==> config.mk <==
export PLATFORM = sky130hd
export DESIGN_NAME = stream_row_packer_flat
export DESIGN_NICKNAME = d
export VERILOG_FILES = /design/src/rtl/stream_row_packer_if.sv /design/src/rtl/stream_row_packer.sv /design/src/flat_wrapper.sv
export SDC_FILE = /design/constraint.sdc
export NUM_CORES = 1
export LEC_CHECK = 0
export BUFFER_PORTS_ARGS = -buffer_cell sky130_fd_sc_hd__buf_2
export CORE_MARGIN = 1
export CORE_UTILIZATION = 55
export DETAILED_ROUTE_END_ITERATION = 6
export PLACE_DENSITY_LB_ADDON = 0.15
export SLEW_MARGIN = 20
export SYNTH_ARGS = -nofsm -noshare
export SYNTH_HDL_FRONTEND = slang
export SYNTH_SLANG_ARGS = --single-unit
==> constraint.sdc <==
create_clock -name clk -period 3.32 [get_ports clk]
set_clock_uncertainty 0.05 [all_clocks]
set_input_delay 0.332 -clock clk [delete_from_list [all_inputs] [get_ports clk]]
set_output_delay 0.332 -clock clk [all_outputs]
set_load 0.02 [all_outputs]
==> src/rtl/stream_row_packer_if.sv <==
// stream_row_packer_if: element beat stream in, packed row stream out.
// The slave modport is the packer's view; the master modport is its surroundings.
interface stream_row_packer_if #(
    parameter int BUS_WIDTH = 32,
    parameter int ROW_W     = 24
);
    logic [BUS_WIDTH-1:0] s_axis_tdata;
    logic                 s_axis_tvalid;
    logic                 s_axis_tready;
    logic                 s_axis_tlast;
    logic [ROW_W-1:0]     m_axis_tdata;
    logic                 m_axis_tvalid;
    logic                 m_axis_tready;
    logic                 m_axis_tlast;
    logic                 m_axis_tuser;

    modport slave (
        input  s_axis_tdata, s_axis_tvalid, s_axis_tlast, m_axis_tready,
        output s_axis_tready, m_axis_tdata, m_axis_tvalid, m_axis_tlast, m_axis_tuser
    );

    modport master (
        output s_axis_tdata, s_axis_tvalid, s_axis_tlast, m_axis_tready,
        input  s_axis_tready, m_axis_tdata, m_axis_tvalid, m_axis_tlast, m_axis_tuser
    );
endinterface

==> src/rtl/stream_row_packer.sv <==
// stream_row_packer: packs narrow element beats into ROW_ELEMS-wide rows
// through a two-slot ping-pong buffer, with tlast-closed zero-padded short rows.
module stream_row_packer #(
    parameter int ELEM_WIDTH = 8,
    parameter int ROW_ELEMS  = 3,
    parameter int BUS_WIDTH  = 32,
    parameter bit MSB_FIRST  = 1
) (
    input  logic                clk,
    input  logic                rstn,
    input  logic                enable,
    stream_row_packer_if.slave  bus,
    output logic [31:0]         rows_emitted,
    output logic [15:0]         short_rows
);
    localparam int EPB   = BUS_WIDTH / ELEM_WIDTH;
    localparam int NT    = (ROW_ELEMS + EPB - 1) / EPB;
    localparam int ROW_W = ROW_ELEMS * ELEM_WIDTH;
    localparam int TW    = NT > 1 ? $clog2(NT) : 1;
    localparam logic [TW-1:0] T_LAST = TW'(NT - 1);

    logic [ROW_W-1:0] acc, row_next;
    logic [ROW_W-1:0] slot_data [2];
    logic [1:0]       full, slot_last, slot_user;
    logic             wp, rp, push, pop, close, unused_bits;
    logic [TW-1:0]    t;

    // When both slots are full, wp == rp, so a same-cycle pop frees the slot being written
    assign pop                = full[rp] & bus.m_axis_tready;
    assign bus.s_axis_tready  = enable & (~full[wp] | pop);
    assign push               = bus.s_axis_tvalid & bus.s_axis_tready;
    assign close              = (t == T_LAST) | bus.s_axis_tlast;
    assign bus.m_axis_tvalid  = full[rp];
    assign bus.m_axis_tdata   = slot_data[rp];
    assign bus.m_axis_tlast   = slot_last[rp];
    assign bus.m_axis_tuser   = slot_user[rp];
    assign unused_bits        = ^bus.s_axis_tdata;

    // Row element k arrives on beat k/EPB in lane k%EPB; later elements read as zero until written
    for (genvar k = 0; k < ROW_ELEMS; k++) begin : g_elem
        localparam int RB = MSB_FIRST ? ROW_W - ELEM_WIDTH * (k + 1) : ELEM_WIDTH * k;
        localparam int BB = MSB_FIRST ? BUS_WIDTH - ELEM_WIDTH * (k % EPB + 1) : ELEM_WIDTH * (k % EPB);
        assign row_next[RB +: ELEM_WIDTH] = t == TW'(k / EPB) ? bus.s_axis_tdata[BB +: ELEM_WIDTH]
                                          : t == '0 ? '0 : acc[RB +: ELEM_WIDTH];
    end

    always_ff @(posedge clk) begin
        if (!rstn || !enable) begin
            full         <= '0;
            slot_last    <= '0;
            slot_user    <= '0;
            slot_data[0] <= '0;
            slot_data[1] <= '0;
            acc          <= '0;
            t            <= '0;
            wp           <= 1'b0;
            rp           <= 1'b0;
        end else begin
            if (pop) begin
                full[rp]      <= 1'b0;
                slot_last[rp] <= 1'b0;
                slot_user[rp] <= 1'b0;
                slot_data[rp] <= '0;
                rp            <= ~rp;
            end
            if (push && close) begin
                full[wp]      <= 1'b1;
                slot_data[wp] <= row_next;
                slot_last[wp] <= bus.s_axis_tlast;
                slot_user[wp] <= t != T_LAST;
                wp            <= ~wp;
                t             <= '0;
            end else if (push) begin
                acc <= row_next;
                t   <= t + TW'(1);
            end
        end
    end

    always_ff @(posedge clk) begin
        if (!rstn) begin
            rows_emitted <= '0;
            short_rows   <= '0;
        end else if (enable && pop) begin
            rows_emitted <= rows_emitted + 32'd1;
            short_rows   <= short_rows + 16'(slot_user[rp] && !(&short_rows));
        end
    end
endmodule

==> src/flat_wrapper.sv <==
// flat-port wrapper written by rule: the top's interface ports become plain ports
module stream_row_packer_flat 
#(
    parameter int ELEM_WIDTH = 8,
    parameter int ROW_ELEMS  = 3,
    parameter int BUS_WIDTH  = 32,
    parameter bit MSB_FIRST  = 1
)
  (clk, rstn, enable, rows_emitted, short_rows, bus_s_axis_tdata, bus_s_axis_tvalid, bus_s_axis_tlast, bus_m_axis_tready, bus_s_axis_tready, bus_m_axis_tdata, bus_m_axis_tvalid, bus_m_axis_tlast, bus_m_axis_tuser);
  stream_row_packer_if #(.BUS_WIDTH(BUS_WIDTH)) bus_i ();
  input  logic clk;
  input  logic rstn;
  input  logic enable;
  output logic [31:0] rows_emitted;
  output logic [15:0] short_rows;
  input wire logic [$bits(bus_i.s_axis_tdata)-1:0] bus_s_axis_tdata;
  input wire logic [$bits(bus_i.s_axis_tvalid)-1:0] bus_s_axis_tvalid;
  input wire logic [$bits(bus_i.s_axis_tlast)-1:0] bus_s_axis_tlast;
  input wire logic [$bits(bus_i.m_axis_tready)-1:0] bus_m_axis_tready;
  output wire logic [$bits(bus_i.s_axis_tready)-1:0] bus_s_axis_tready;
  output wire logic [$bits(bus_i.m_axis_tdata)-1:0] bus_m_axis_tdata;
  output wire logic [$bits(bus_i.m_axis_tvalid)-1:0] bus_m_axis_tvalid;
  output wire logic [$bits(bus_i.m_axis_tlast)-1:0] bus_m_axis_tlast;
  output wire logic [$bits(bus_i.m_axis_tuser)-1:0] bus_m_axis_tuser;
  assign bus_i.s_axis_tdata = bus_s_axis_tdata;
  assign bus_i.s_axis_tvalid = bus_s_axis_tvalid;
  assign bus_i.s_axis_tlast = bus_s_axis_tlast;
  assign bus_i.m_axis_tready = bus_m_axis_tready;
  assign bus_s_axis_tready = bus_i.s_axis_tready;
  assign bus_m_axis_tdata = bus_i.m_axis_tdata;
  assign bus_m_axis_tvalid = bus_i.m_axis_tvalid;
  assign bus_m_axis_tlast = bus_i.m_axis_tlast;
  assign bus_m_axis_tuser = bus_i.m_axis_tuser;
  stream_row_packer #(.ELEM_WIDTH(ELEM_WIDTH), .ROW_ELEMS(ROW_ELEMS), .BUS_WIDTH(BUS_WIDTH), .MSB_FIRST(MSB_FIRST)) u_core (.clk(clk), .rstn(rstn), .enable(enable), .bus(bus_i), .rows_emitted(rows_emitted), .short_rows(short_rows));
endmodule
## Word level (Yosys, flattened, before mapping)

Memory sizes are Yosys's and may differ from the RTL's. A register that Yosys moved wholly into a read port is not among the register bits.
Index checks and enable logic that the tools add are counted.

- $lt $le $gt $ge: 4
- Muxes and demuxes: 42
- Reductions and logical operators: 14
- Add/sub/neg operators: 3
- Bitwise operators: 15

Operator list:

| kind | count |
|---|---|
| 2-to-1 mux 24 bit | 2 |
| OR reduction 24 bit | 2 |
| adder 32 x 1 -> 32 bit (second input constant) | 1 |
| 2-to-1 mux 1 bit | 24 |
| 2-to-1 mux 8 bit | 3 |
| 2-to-1 mux 2 bit | 9 |
| adder 16 x 1 -> 16 bit | 1 |
| AND reduction 16 bit | 1 |
| AND 2 bit | 3 |
| logical AND 1 bit | 5 |
| inverter 1 bit | 5 |
| bitwise mux 2 bit | 2 |
| less-than comparator 1 x 2 -> 1 bit (second input constant) | 2 |
| AND 1 bit | 3 |
| zero test 1 bit | 3 |
| demux 1 bit (select 1 bit) | 2 |
| greater-or-equal comparator 1 bit (second input constant) | 2 |
| inverter 2 bit | 1 |
| bitwise OR 1 bit | 2 |
| bitwise OR 2 bit | 1 |
| AND reduction 2 bit | 1 |
| OR reduction 2 bit | 1 |
| adder 1 bit (second input constant) | 1 |
| logical OR 1 bit | 1 |

- Memories: 1
- Register bits: 81
- Logic and storage cells: 88
- Output and inout port bits: 76
- Memory bits (writable): 48

Memory list:

| memory | depth | bits a word | rd ports | clocked after memory_dff | write ports | line | text |
|---|---|---|---|---|---|---|---|
| u_core.slot_data | 2 | 24 | 1 | 1 | 2 | stream_row_packer.sv:23 | `logic [ROW_W-1:0] slot_data [2];` |

## Logic depth before layout (Yosys ltp)

- Depth after elaboration: 12
- Depth in mapped cells: 11
- Depth with buffers taken out: 10

## Worst setup path after synthesis

OpenSTA, ideal clock, no wires.

- Path type: register to register
- Start: register u_core.short_rows[4]
- End: register u_core.short_rows[8]
- Data required time: 3.155 ns
- Library setup time: 0.115 ns
- Arrival: 2.605 ns
- Stages on the path, launching flop included: 12
- Slack: 0.550 ns
- Path through: dfxtp_1 nand3_1 or2_2 clkbuf_1 o41a_1 ha_1 ha_1 and3_1 nand4_1 nor3_1 xor2_1 and2_1

- Word-level cells in the longest chain between the ends: 4

Ends and longest elaborated chain:

| element | line | text |
|---|---|---|
| from (decl) | stream_row_packer.sv:14 | `output logic [15:0] short_rows` |
| from (signal assigned) | stream_row_packer.sv:86 | `short_rows <= short_rows + 16'(slot_user[rp] && !(&short_rows));` |
| AND reduction 16 bit | stream_row_packer.sv:86 |  |
| zero test 1 bit | stream_row_packer.sv:86 |  |
| logical AND 1 bit | stream_row_packer.sv:86 |  |
| adder 16 x 1 -> 16 bit (*) | stream_row_packer.sv:86 |  |

Every way passes the cells marked *; elsewhere a longest branch is shown, timed or not.
A chain may end at the register's enable or synchronous reset.

## Final worst setup path

- Start: register u_core.short_rows[5]
- End: register u_core.short_rows[12]

The elaborated chain is that of the path after synthesis.

==> impl_metrics.toml <==
[floorplanning]
initial_core_util_pct = 56.9
rows = 36
core_sq_um = 9770
die_area_sq_um = 10500
chipWidth_um = 103
die_h_um = 103
ios = 114

[synth]
synth_compound_area_share_pct = 2.11
yosysSeqAreaShare_pct = 55.4
synth-main-ff-cell = "dfxtp_1"
synthTopCellsByArea = "dfxtp_1, edfxtp_1, mux2i_1"
synth_cells = 509
yosysTopAreaCellShare_pct = 29.5
synth_simple_gate_area_share_pct = 21.9
synth_edf_count = 48
synth_top_family_by_area = "simple AND/OR/NAND/NOR gates"
synth-xor-area-share_pct = 5.04
synth_adder_area_share_pct = 0.675
syn_nets = 550
synth.avg_cell_area_sq_um = 10.9
synthMuxAreaShare_pct = 12.4
yosys_warnings = 0
synth_most_common_cell = "dfxtp_1"
synth_seq_cells = 130
yosys-top-cells-count = "dfxtp_1, nor2_1, edfxtp_1"
ys_async_sr_fraction_pct = 0
netlist-cell-type-count = 36
synth.largest_area_cell = "dfxtp_1"
synth.cell_area_sq_um = 5560

[timing]
rsz0062_at_grt = "false"
fin_setup_tns_ps = 0
worstMarginPinSlew_ps = 671
fmax_mhz = 362
period_share_pct = 83.1
fin_crit_ps = 2760
setup_viol = 0
slew_headroom_pct = 54.9
hold_violations = 0
slew_viol_final = 0

[hold_path]
hp-start = "bus_s_axis_tlast"
hold_class = "input port to flop"
worstHoldPathCells = 3
hold_path_end = "u_core.slot_last[0]"

[pwr]
pwr-share-seq_pct = 47.5
sw_frac_of_total_pct = 20.5
p_int_uw = 2840
p_leak_uw = 0.00311
p_switching_uw = 733
p_clk_share_pct = 47.9
power_frac_comb_pct = 4.6
vdd_drop_max_mv = 0.330
powerDensity_nw_per_um2 = 530

[cts]
cts_made_buffers = 17
clk_pin_slew_ps = 60
cts_root_buffer = "clkbuf_8"
ctsLongestPathBuffers = 2
cts_sinks = 130
clock_latency_ps = 510
tritoncts = "yes"
post_cts_buffers = 0
h-tree-depth = 4

[route]
totalWireLength_um = 11100
post_drt_wl_per_cell_um = 14.6
detail-route-antenna-nets = 0
viasPerCell = 5.21
first_pass_iters = 4
initialDrtViolationCount = 134
drcViolationCount = 0
vias = 3966

[global_route]
grt.total_usage_pct = 22.5
grt-ovfl-total = 0
grt_pass1_vias = 3833
grt_max_degree = 63
grt_pass1_wl_um = 17800
antenna_found_initial = 0

[placed_design]
port_buffers = 105
gp_congestion = 0.766
dp.final_hpwl_um = 7110

[critical_path]
cp.required_ps = 3670
r2r_end = "u_core.short_rows[12]"
crit-reg2reg-launch = "u_core.short_rows[5]"
slowest_stage = "or2_2"
critPathMaxStageDelay_ps = 400
cp-end-kind = "flop"
critPathMaxFanout = 8
cp_common_cell = "ha_1"
start_kind = "flop"
arrival_ps = 3110
path_cells = "nand3_1, or2_2, o41a_1, ha_1, ha_1, and3_1, nand4_1, nor3_1, xor2_1, and2_1"
reg2reg_slack_ps = 560
r2r_cells = 10
worst-setup-path-type = "flop to flop"

[final_layout]
fin_nets = 656
syn_to_final_growth_pct = 21.2
drive_above_1_share_pct = 26.6
antenna-diode-count = 0
fin_util_pct = 69.0

[flow_run]
drv_cap = 0

[outcome]
outcome = "finished clean"
-- state kept, by name, summed over array words and instances (netlist names), named ones only --
register             count
u_core.rp                1
u_core.t                 1
u_core.acc              24
u_core.slot_user         2
u_core.slot_last         2
u_core.full              2
u_core.short_rows       16
u_core.rows_emitted     32
u_core.wp                1
u_core.slot_data        48
-- placed cells by master (no fill, tap or decap), types with 3 or more instances in the layout --
| cell | n |
|---|---|
| clkinv_1 | 5 |
| nor2_1 | 50 |
| and3_1 | 37 |
| clkbuf_16 | 16 |
| buf_4 | 7 |
| nor4_1 | 4 |
| mux2i_1 | 38 |
| and4_1 | 9 |
| nand2b_1 | 11 |
| a21boi_0 | 3 |
| clkbuf_1 | 4 |
| xor2_1 | 16 |
| a21oi_1 | 5 |
| o21ai_0 | 4 |
| nor3_1 | 8 |
| nand3_1 | 16 |
| edfxtp_1 | 48 |
| nand4_1 | 11 |
| clkbuf_8 | 3 |
| mux2_2 | 26 |
| inv_1 | 4 |
| nor2b_1 | 6 |
| buf_2 | 105 |
| nand2_1 | 39 |
| or3_1 | 3 |
| xnor2_1 | 16 |
| ha_1 | 3 |
| and2_1 | 33 |
| dfxtp_1 | 81 |
-- power groups by stage --
stage / Combinational, uW / Clock [uW] / Sequential [uW]
after floorplan: 105 / 0 / 1730
after global placement: 161 / 0 / 1730
after detailed placement: 163 / 0 / 1730
after CTS: 165 / 1740 / 1700
after global routing: 178 / 1810 / 1700
final: 163 / 1710 / 1700
-- routing by layer --
metal,wire length (um),global-route usage (%),vias to the layer above
met4,120,9.45,0
li1,-,-,1996
met2,5520,37.5,106
met1,4850,26.7,1851
met5,0,0,-
met3,628,7.19,13
-- worst max-delay path, delay by kind of cell (launching register included) --
| family | cells | cell delay (ps) |
|---|---|---|
| AND/OR/NAND/NOR | 6 | 1270 |
| adder cells (fa/ha/maj) | 2 | 410 |
| flip-flops | 1 | 390 |
| AO/OA/AOI/OAI | 1 | 380 |
| XOR/XNOR | 1 | 150 |
-- logic make-up after synthesis --
group	Yosys count
multiplexers	65
flip-flops	130
AO/OA/AOI/OAI	18
AND/OR/NAND/NOR	231
XOR/XNOR	32
buffers and inverters	30
adder cells (fa/ha/maj)	3
-- cell type report --
class / count / area, sq um
Multi-Input combinational cell: 349 / 2340
Clock buffer: 23 / 457
Inverter: 4 / 15.0
Fill cell: 767 / 3030
Sequential cell: 130 / 3080
Timing Repair Buffer: 113 / 588
Tap cell: 133 / 166
Clock inverter: 9 / 88.8
-- repair_timing --
item / CTS / global route
hold buffers: 1 / 0
gates resized for setup: 0 / 0
endpoints found under the hold margin: 1 / 0
-- per-stage QoR --
step           cells  area [sq um]  hold WS (ps)  total power [uW]  setup WS, ps
6_report         761          6740          66.5              3570           561
5_1_grt          761          6740          48.6              3690           359
4_1_cts          761          6740          42.1              3600           566
3_5_place_dp     728          6190           402              1890           581
3_3_place_gp     728          6190           386              1890           621
2_1_floorplan    509          5560           371              1830           550
-- worst max path at each step --
stage	from	endpoint	slack [ps]	depth (start not counted)
floorplan	u_core.short_rows[4]	u_core.short_rows[8]	550	11
global placement	u_core.short_rows[4]	u_core.short_rows[12]	620	10
detailed placement	u_core.short_rows[4]	u_core.short_rows[12]	580	10
CTS	u_core.short_rows[5]	u_core.short_rows[12]	570	10
global route	u_core.short_rows[5]	u_core.short_rows[8]	360	10
finish	u_core.short_rows[5]	u_core.short_rows[12]	560	10
Power figures use the tool's default switching activity.
